$ cat config.mk
export PLATFORM = sky130hd
export DESIGN_NAME = hall_input_conditioner
export DESIGN_NICKNAME = d
export VERILOG_FILES = /design/src/rtl/hall_input_conditioner.sv
export SDC_FILE = /design/constraint.sdc
export NUM_CORES = 1
export LEC_CHECK = 0
export ABC_AREA = 1
export BUFFER_PORTS_ARGS = -buffer_cell sky130_fd_sc_hd__buf_2
export CAP_MARGIN = 10
export CORE_UTILIZATION = 62
export DETAILED_ROUTE_END_ITERATION = 12
export HOLD_SLACK_MARGIN = 0.15
export PLACE_DENSITY = 0.92
export SLEW_MARGIN = 10
export SYNTH_ARGS = -nofsm -noshare
export SYNTH_HDL_FRONTEND = slang
export SYNTH_SLANG_ARGS = --single-unit
$ cat constraint.sdc
create_clock -name clk -period 3.7 [get_ports clk]
set_input_delay 0.185 -clock clk [delete_from_list [all_inputs] [get_ports clk]]
set_output_delay 0.185 -clock clk [all_outputs]
set_load 0.02 [all_outputs]
$ cat src/rtl/hall_input_conditioner.sv
// Hall sensor front end: 2-flop synchronise, stable-time glitch filter, illegal-code
// rejection and sticky fault tracking ahead of the three-phase encoder.
module hall_input_conditioner #(
    parameter int CLK_FREQ_HZ  = 27_000_000,
    parameter int FILTER_TICKS = CLK_FREQ_HZ / 1_000_000,
    parameter int FAULT_TICKS  = FILTER_TICKS * 10,
    parameter int GLITCH_WIDTH = 16
) (
    input  logic                    clk,
    input  logic                    reset_n,
    input  logic                    hall_a,
    input  logic                    hall_b,
    input  logic                    hall_c,
    input  logic                    fault_clear,
    output logic [2:0]              hall_values,
    output logic                    hall_valid,
    output logic                    hall_changed,
    output logic                    fault,
    output logic [GLITCH_WIDTH-1:0] glitch_count
);
    localparam int SW = $clog2(FILTER_TICKS) + 1;
    localparam int FW = $clog2(FAULT_TICKS) + 1;
    localparam logic [SW-1:0] STABLE_MAX = SW'(FILTER_TICKS - 1);
    localparam logic [FW-1:0] FAULT_MAX  = FW'(FAULT_TICKS - 1);

    typedef enum logic [1:0] {ST_SETTLE, ST_TRACK, ST_INVALID, ST_FAULT} state_t;

    function automatic logic is_legal(input logic [2:0] code);
        return (code != 3'b000) && (code != 3'b111);
    endfunction

    logic [2:0]              r_sync1, r_sync2, r_cand, r_filt, r_hall;
    logic [SW-1:0]           r_stable;
    logic [FW-1:0]           r_fcnt;
    logic [GLITCH_WIDTH-1:0] r_glitch;
    logic                    r_valid, r_changed;
    state_t                  r_state, w_next_state;

    logic       w_cand_chg, w_accept, w_cand_legal;
    logic [2:0] w_filt_next;

    assign w_cand_chg   = (r_sync2 != r_cand);
    assign w_accept     = !w_cand_chg && (r_stable == STABLE_MAX) && (r_cand != r_filt);
    assign w_cand_legal = is_legal(r_cand);
    assign w_filt_next  = w_accept ? r_cand : r_filt;

    always_ff @(posedge clk or negedge reset_n) begin
        if (!reset_n) begin
            r_sync1   <= '0;
            r_sync2   <= '0;
            r_cand    <= '0;
            r_filt    <= '0;
            r_hall    <= '0;
            r_stable  <= '0;
            r_glitch  <= '0;
            r_valid   <= 1'b0;
            r_changed <= 1'b0;
        end else begin
            r_sync1   <= {hall_a, hall_b, hall_c};
            r_sync2   <= r_sync1;
            r_changed <= 1'b0;
            if (w_cand_chg) begin
                r_cand   <= r_sync2;
                r_stable <= '0;
                // abandoning a pending change counts as a rejected glitch
                if ((r_cand != r_filt) && (r_glitch != '1))
                    r_glitch <= r_glitch + 1'b1;
            end else if (r_stable < STABLE_MAX) begin
                r_stable <= r_stable + 1'b1;
            end
            if (w_accept) begin
                r_filt  <= r_cand;
                r_valid <= w_cand_legal;
                if (w_cand_legal) begin
                    r_hall    <= r_cand;
                    r_changed <= 1'b1;
                end
            end
        end
    end

    always_comb begin
        w_next_state = r_state;
        case (r_state)
            ST_SETTLE, ST_TRACK: begin
                if (w_accept)
                    w_next_state = w_cand_legal ? ST_TRACK : ST_INVALID;
            end
            ST_INVALID: begin
                if (w_accept && w_cand_legal)
                    w_next_state = ST_TRACK;
                else if (r_fcnt == FAULT_MAX)
                    w_next_state = ST_FAULT;
            end
            ST_FAULT: begin
                if (fault_clear)
                    w_next_state = is_legal(w_filt_next) ? ST_TRACK : ST_INVALID;
            end
            default: w_next_state = ST_SETTLE;
        endcase
    end

    always_ff @(posedge clk or negedge reset_n) begin
        if (!reset_n) begin
            r_state <= ST_SETTLE;
            r_fcnt  <= '0;
        end else begin
            r_state <= w_next_state;
            if ((r_state == ST_INVALID) && (w_next_state == ST_INVALID))
                r_fcnt <= r_fcnt + 1'b1;
            else
                r_fcnt <= '0;
        end
    end

    assign hall_values  = r_hall;
    assign hall_valid   = r_valid;
    assign hall_changed = r_changed;
    assign fault        = (r_state == ST_FAULT);
    assign glitch_count = r_glitch;
endmodule

==> results of run 1 <==
-- power groups by stage --
stage,clock [W],sequential (W),combinational [W]
after floorplan,0,0.000758,0.000188
after detailed placement,0,0.000735,0.000317
after CTS,0.000406,0.000725,0.000326
final,0.000400,0.000727,0.000323
after global routing,0.000429,0.000738,0.000364
after global placement,0,0.000730,0.000307
-- worst reg2reg max path, delay by kind of cell, from the launching register on --
kind	cells	cell delay, ns
buffers and inverters	2	0.27
AND/OR/NAND/NOR	7	0.90
flip-flops	1	0.46
XOR/XNOR	1	0.19
-- placed cells by master (no fill, tap or decap) --
cell type and instances:
sky130_fd_sc_hd__a211oi_1 1, sky130_fd_sc_hd__a21oi_1 8, sky130_fd_sc_hd__and3_1 1, sky130_fd_sc_hd__buf_2 27
sky130_fd_sc_hd__bufinv_16 1, sky130_fd_sc_hd__clkbuf_8 6, sky130_fd_sc_hd__clkinv_2 1, sky130_fd_sc_hd__dfrtp_1 51
sky130_fd_sc_hd__dlygate4sd3_1 4, sky130_fd_sc_hd__ha_1 5, sky130_fd_sc_hd__inv_1 34, sky130_fd_sc_hd__inv_2 4
sky130_fd_sc_hd__nand2_1 76, sky130_fd_sc_hd__nand2_2 4, sky130_fd_sc_hd__nand2_4 1, sky130_fd_sc_hd__nand3_1 14
sky130_fd_sc_hd__nand3_2 2, sky130_fd_sc_hd__nand3_4 1, sky130_fd_sc_hd__nand4_1 7, sky130_fd_sc_hd__nor2_1 30
sky130_fd_sc_hd__nor2_2 2, sky130_fd_sc_hd__nor2_8 1, sky130_fd_sc_hd__nor3_1 11, sky130_fd_sc_hd__nor3b_1 4
sky130_fd_sc_hd__nor4_1 1, sky130_fd_sc_hd__o21ai_0 16, sky130_fd_sc_hd__or2_2 1, sky130_fd_sc_hd__xnor2_1 8
sky130_fd_sc_hd__xnor2_2 1, sky130_fd_sc_hd__xor2_1 9
-- path summary, 6_finish.rpt --
check	endpoint	slack [ns]	cells past startpoint
min reg2reg	r_sync2[1]$_DFF_PN0_	0.34	0
max	glitch_count[5]$_DFFE_PN0P_	1.77	10
min	r_state[1]$_DFF_PN0_	0.19	4
max in group asynchronous	r_sync1[0]$_DFF_PN0_	2.42	2
max reg2reg	glitch_count[5]$_DFFE_PN0P_	1.77	10
min in group asynchronous	hall_changed$_DFF_PN0_	0.60	2
-- kinds of logic (layout without fill, tap and decap cells) --
family                   after synthesis  after routing  synth area share
flip-flops                            51             51             0.505
AO/OA/AOI/OAI                         25             25            0.0505
XOR/XNOR                              18             18            0.0653
AND/OR/NAND/NOR                      156            156             0.286
adder cells (fa/ha/maj)                5              5            0.0247
buffers and inverters                 44             77            0.0693
-- cell type report --
class / instances / area (sq um)
Clock buffer: 6 / 82.6
Clock inverter: 2 / 35.0
Fill cell: 259 / 950
Inverter: 38 / 143
Multi-Input combinational cell: 204 / 1080
Sequential cell: 51 / 1280
Tap cell: 48 / 60.1
Timing Repair Buffer: 31 / 175
-- routing by layer --
layer | track usage | vias to the layer above | part of all wire | wire [microns]
met1 | 0.316 | 946 | 0.44 | 2150
met3 | 0.0534 | 9 | 0.050 | 244
li1 | - | 1010 | - | -
met4 | 0.0870 | 0 | 0.018 | 87
met2 | 0.457 | 62 | 0.49 | 2410
met5 | 0 | - | 0 | 0
-- sequential cells by signal, summed over array words and instances (netlist names) --
name / flops
glitch_count: 16
hall_changed: 1
hall_valid: 1
hall_values: 3
r_cand: 3
r_fcnt: 10
r_filt: 3
r_stable: 6
r_state: 2
r_sync1: 3
r_sync2: 3
-- stage by stage --
step / std cells / power (W) / util / instance area [sq um] / hold slack, ns
final: 380 / 0.00145 / 0.750 / 2850 / 0.188
after global routing: 380 / 0.00153 / 0.750 / 2850 / 0.210
after CTS: 380 / 0.00146 / 0.750 / 2850 / 0.186
after detailed placement: 368 / 0.00105 / 0.708 / 2690 / 0.294
after global placement: 368 / 0.00104 / 0.708 / 2690 / 0.292
after floorplan: 299 / 0.000947 / - / 2530 / -0.111
==> metrics.csv, run 1 <==
stage;metric;value;unit
logic_synthesis;cell taking the most area after synthesis;sky130_fd_sc_hd__dfrtp_1;
placement;half-perimeter wire length after placement;3.43;mm
route;routed len/inst;12.9;microns
clock_tree;clock slew at reported path FFs;0.09;ns
logic_synthesis;library cells used by synthesis;28;
power_and_ir_drop;net switching power figure;0.000477;W
global_routing;initial antenna violation count;0;
power_and_ir_drop;net switching share of the total power;0.329;
worst_setup_path;category of the critical setup timing path;register to register;
worst_setup_path;cell breakdown of the critical path;xnor2_1 > nand3_1 > nor2_1 > inv_1 > nand3_2 > inv_2 > nand2_1 > nor2_1 > nand2_1 > nand2_1;
route;ratio of routed vias to standard cells;5.33;
worst_setup_path;Buf/Inv on CP;2;
logic_synthesis;Ys Warns;0;
clock_tree;CTS H-tree depth;2;
clock_tree;CTS max path bufs;2;
sta;setup slack of the critical path after layout;1.77;ns
global_routing;global-route wire length before repair;8.47;mm
clock_tree;CTS root buf;sky130_fd_sc_hd__clkbuf_8;
floorplanning;overall die width;65.9;microns
logic_synthesis;Post-synth top flop;sky130_fd_sc_hd__dfrtp_1;
sta;RSZ-0062 raised after global routing;no;
floorplanning;area of the die;4340;sq um
placement;worst setup slack before clock tree synthesis;1.79;ns
cells_and_area;growth of design area from synthesis to finish;12.7;%
sta;Post-Route Skew;0.0109;ns
sta;worst slew margin relative to its limit;0.288;
job;number of maximum-capacitance constraint violations;0;
power_and_ir_drop;worst ir drop on vdd;0.000526;V
logic_synthesis;area share of the leading cell type in the synthesized netlist;0.505;
worst_setup_path;worst setup path start;r_cand[1]$_DFFE_PN0N_;
clock_tree;clock tree from TritonCTS;yes;
worst_setup_path;Crit-path slowest cell;sky130_fd_sc_hd__dfrtp_1;
route;number of violations reported at the end of detailed-routing iteration 0;126;
worst_setup_path;cell family with the largest share of critical-path delay;simple AND/OR/NAND/NOR gates;
cells_and_area;Nets;342;
route;vias;2027;
logic_synthesis;#FFs+latches synth;51;
route;first-pass iteration count of the detailed router;5;
outcome;outcome;finished clean;
route;DRC violations left;0;
logic_synthesis;ranking of synthesized cells by instance count;76 x sky130_fd_sc_hd__nand2_1, 51 x sky130_fd_sc_hd__dfrtp_1, 34 x sky130_fd_sc_hd__inv_1;
global_routing;vias in the first global route;2001;
worst_setup_path;Required @ worst endpoint;3.90;ns
global_routing;largest net degree at the start of global routing;52;
hold_path;class of the tightest hold or removal check;input port to register;
worst_setup_path;highest cell delay on the worst timing path;0.46;ns
floorplanning;starting density of the core;0.666;
worst_setup_path;Critical Path Fanout Max;12;
sta;max frequency;518;MHz
global_routing;remaining global-route overflow;0;
route;post-route antenna net violation count;0;
worst_setup_path;Reg-to-Reg Start;r_cand[1]$_DFFE_PN0N_;
sta;Final Setup Violations;0;
sta;Sum Neg Setup Slack;0;ns
logic_synthesis;proportion of synthesized chip area in sequential cells;0.505;
clock_tree;sink count of the clock tree;51;
clock_tree;number of buffers created by CTS;5;
placement;total of buffers placed on input and output ports;27;
logic_synthesis;total nets after synthesis;310;
placement;GP Congestion;0.876;
floorplanning;DIE HEIGHT;65.9;microns
clock_tree;CTS hold repair buffers;4;
hold_path;origin of the worst min-delay path;fault_clear;
clock_tree;post-CTS sizing;0;
worst_setup_path;CP Launch Type;register;
worst_setup_path;Critical Path Most Common Cell;sky130_fd_sc_hd__nand2_1;
power_and_ir_drop;pwr/cell area;509;nW/um^2
sta;final clock period utilization by the worst path;0.522;
sta;final hold violation count;0;
worst_setup_path;sort of element at the end of the critical path;register;
cells_and_area;share of cells above drive strength 1;0.157;
power_and_ir_drop;portion of total power attributed to combinational logic;0.223;
power_and_ir_drop;clock network power share;0.276;
logic_synthesis;Cell Area, Synth;2530;sq um
sta;final max-slew violation count;0;
floorplanning;Row Count;22;
power_and_ir_drop;internal power contribution;0.000973;W
logic_synthesis;share of flip-flops with an asynchronous set or reset;1.00;
power_and_ir_drop;portion of total power attributed to sequential cells;0.501;
floorplanning;I/O pins;28;
logic_synthesis;Syn Inst Count;299;
floorplanning;floorplan core area;3800;sq um
route;drt total wl;4.89;mm
power_and_ir_drop;leakage power figure;1.50;nW
clock_tree;clock latency at the later pin of the worst-skew pair;0.30;ns
sta;Tmin final;1.93;ns
worst_setup_path;signal arrival time at the worst endpoint;2.13;ns
logic_synthesis;top-count cell post-synth;sky130_fd_sc_hd__nand2_1;
cells_and_area;Antenna Cells;0;
logic_synthesis;number of flops mapped to enable cells by yosys;0;
logic_synthesis;Post-Syn Area per Cell;8.46;sq um
sta;Tightest Pin Transition;1.07;ns
global_routing;GRT Total Usage;0.260;
clock_tree;Post-CTS Setup Inserts;0;
logic_synthesis;largest cells by area after synthesis;sky130_fd_sc_hd__dfrtp_1 50%, sky130_fd_sc_hd__nand2_1 11%, sky130_fd_sc_hd__inv_1 5.0%, sky130_fd_sc_hd__nor2_1 4.5%, sky130_fd_sc_hd__o21ai_0 3.2%;
Power figures use the tool's default switching activity.
==> run 2, diff against run 1 <==
Settings changed: CORE_UTILIZATION 62 to 58, PLACE_DENSITY 0.92 to 0.87.
Clock period 3.7 ns to 1.9 ns, I/O delays scaled along.
==> run 2 against run 1 <==
Register-to-register slack worse by 1.6 ns. Critical path type unchanged. First-iteration DRC count is 22% higher. Non-clock buffer count is 5 higher. Cell area is 2.3% higher. Clock skew is 0.0051 ns lower. Fmax is 14% higher. Clock power is 72% higher. Global-route usage is 2.4 points lower.
==> metrics.csv, run 2 (synthesis gave the netlist of run 1 again) <==
stage;metric;value;unit
outcome;outcome;finished clean;
sta;final max-slew violation count;0;
worst_setup_path;signal arrival time at the worst endpoint;1.95;ns
placement;half-perimeter wire length after placement;3.49;mm
worst_setup_path;category of the critical setup timing path;register to register;
clock_tree;CTS root buf;sky130_fd_sc_hd__clkbuf_8;
worst_setup_path;Critical Path Most Common Cell;sky130_fd_sc_hd__nand2_1;
route;vias;2028;
worst_setup_path;CP Launch Type;register;
worst_setup_path;sort of element at the end of the critical path;register;
clock_tree;CTS H-tree depth;2;
sta;final hold violation count;0;
route;first-pass iteration count of the detailed router;4;
cells_and_area;growth of design area from synthesis to finish;15.2;%
cells_and_area;most frequent cells in the layout;76 x sky130_fd_sc_hd__nand2_1, 51 x sky130_fd_sc_hd__dfrtp_1, 34 x sky130_fd_sc_hd__inv_1;
sta;max frequency;588;MHz
job;number of maximum-capacitance constraint violations;0;
worst_setup_path;Buf/Inv on CP;2;
sta;worst slew margin relative to its limit;0.624;
placement;GP Congestion;0.848;
global_routing;largest net degree at the start of global routing;28;
worst_setup_path;cell breakdown of the critical path;inv_1 > ha_1 > nand3_1 > nor2_4 > nand3_4 > nor2_2 > nand2_4 > nand2_1 > nand2_1 > nand2_1 > inv_1 > nand2_1;
clock_tree;CTS max path bufs;2;
worst_setup_path;worst setup path start;r_stable[0]$_DFFE_PN0P_;
cells_and_area;number of flip-flops under the largest register name;16;
worst_setup_path;Reg-to-Reg Start;r_stable[0]$_DFFE_PN0P_;
clock_tree;Post-CTS Setup Inserts;0;
global_routing;remaining global-route overflow;0;
cells_and_area;most common library cell in the layout ignoring fill and taps;sky130_fd_sc_hd__nand2_1;
sta;final clock period utilization by the worst path;0.895;
route;DRC violations left;0;
floorplanning;DIE HEIGHT;68.0;microns
sta;Tightest Pin Transition;0.564;ns
cells_and_area;# fillers;319;
floorplanning;starting density of the core;0.619;
worst_setup_path;Required @ worst endpoint;2.15;ns
worst_setup_path;highest cell delay on the worst timing path;0.40;ns
clock_tree;clock tree from TritonCTS;yes;
global_routing;initial antenna violation count;0;
route;drt total wl;4.83;mm
clock_tree;number of buffers created by CTS;5;
worst_setup_path;cell family with the largest share of critical-path delay;simple AND/OR/NAND/NOR gates;
clock_tree;sink count of the clock tree;51;
floorplanning;overall die width;68.0;microns
power_and_ir_drop;worst ir drop on vdd;0.000964;V
clock_tree;clock slew at reported path FFs;0.09;ns
power_and_ir_drop;pwr/cell area;946;nW/um^2
worst_setup_path;Critical Path Fanout Max;12;
hold_path;class of the tightest hold or removal check;input port to asynchronous set/reset pin;
sta;Tmin final;1.70;ns
global_routing;global-route wire length before repair;8.07;mm
route;routed len/inst;12.5;microns
clock_tree;clock latency at the later pin of the worst-skew pair;0.30;ns
sta;worst hold-check slack;0.306;ns
floorplanning;area of the die;4630;sq um
cells_and_area;Antenna Cells;0;
route;post-route antenna net violation count;0;
floorplanning;I/O pins;28;
sta;Post-Route Skew;0.00585;ns
route;number of violations reported at the end of detailed-routing iteration 0;154;
cells_and_area;Nets;347;
global_routing;vias in the first global route;1866;
floorplanning;floorplan core area;4090;sq um
power_and_ir_drop;leakage power figure;1.53;nW
worst_setup_path;Crit-path slowest cell;sky130_fd_sc_hd__dfrtp_1;
placement;total of buffers placed on input and output ports;27;
cells_and_area;share of cells above drive strength 1;0.172;
route;ratio of routed vias to standard cells;5.24;
sta;RSZ-0062 raised after global routing;no;
global_routing;GRT Total Usage;0.236;
sta;Final Setup Violations;0;
floorplanning;Row Count;23;
sta;Sum Neg Setup Slack;0;ns
[run 2: repair_timing]
item | 4_1_cts | 5_1_grt
resized for setup | 0 | 5
endpoints found under the hold margin | 29 | 0
hold buffers | 5 | 0
setup endpoints to repair | 0 | 13
[run 2: power breakdown]
part | total, W | leakage [nW] | switching (W) | internal (W)
logic | 0.000666 | 0.824 | 0.000416 | 0.000250
clock network | 0.000688 | 0.0505 | 0.000356 | 0.000332
registers | 0.00140 | 0.656 | 0.000157 | 0.00125
[run 2: final timing paths]
| kind | cells past startpoint | end | slack, ns |
|---|---|---|---|
| max reg2reg | 12 | r_state[0]$_DFF_PN0_ | 0.20 |
| min in group clk | 0 | r_sync2[0]$_DFF_PN0_ | 0.36 |
| max | 12 | r_state[0]$_DFF_PN0_ | 0.20 |
| max in group asynchronous | 3 | r_sync2[2]$_DFF_PN0_ | 1.07 |
| min reg2reg | 0 | r_sync2[0]$_DFF_PN0_ | 0.36 |
| min | 2 | hall_valid$_DFFE_PN0N_ | 0.31 |
[run 2: layer usage]
layer | global-route usage | part of all wire
met1 | 0.298 | 0.46
met5 | 0 | 0
met4 | 0.0859 | 0.015
met3 | 0.0517 | 0.033
met2 | 0.395 | 0.49
[run 2: worst register-to-register path, cell delays in order, from the launching register on]
cell	delay, ns
sky130_fd_sc_hd__dfrtp_1	0.40
sky130_fd_sc_hd__inv_1	0.09
sky130_fd_sc_hd__ha_1	0.15
sky130_fd_sc_hd__nand3_1	0.13
sky130_fd_sc_hd__nor2_4	0.18
sky130_fd_sc_hd__nand3_4	0.13
sky130_fd_sc_hd__nor2_2	0.17
sky130_fd_sc_hd__nand2_4	0.11
sky130_fd_sc_hd__nand2_1	0.08
sky130_fd_sc_hd__nand2_1	0.05
sky130_fd_sc_hd__nand2_1	0.07
sky130_fd_sc_hd__inv_1	0.04
sky130_fd_sc_hd__nand2_1	0.05
[run 2: layout make-up]
class,count,area [sq um],share of cell area
clock inverter,1,7.51,0.00258
inverter,38,143,0.0489
tap,50,62.6,0.0215
multi-input combinational,204,1100,0.378
timing repair buffer,36,228,0.0781
clock buffer,7,96.3,0.0331
sequential,51,1280,0.438
[run 2: metrics by stage]
step	area (sq um)	worst slack, ns	total power, W	utilization	std cells
6_report	2910	0.200	0.00276	0.713	387
5_1_grt	2910	0.0232	0.00292	0.713	387
4_1_cts	2890	0.0869	0.00277	0.707	387
3_5_place_dp	2740	0.102	0.00208	0.670	374
3_3_place_gp	2740	0.205	0.00204	0.670	374
2_1_floorplan	2530	0.279	0.00184	-	299
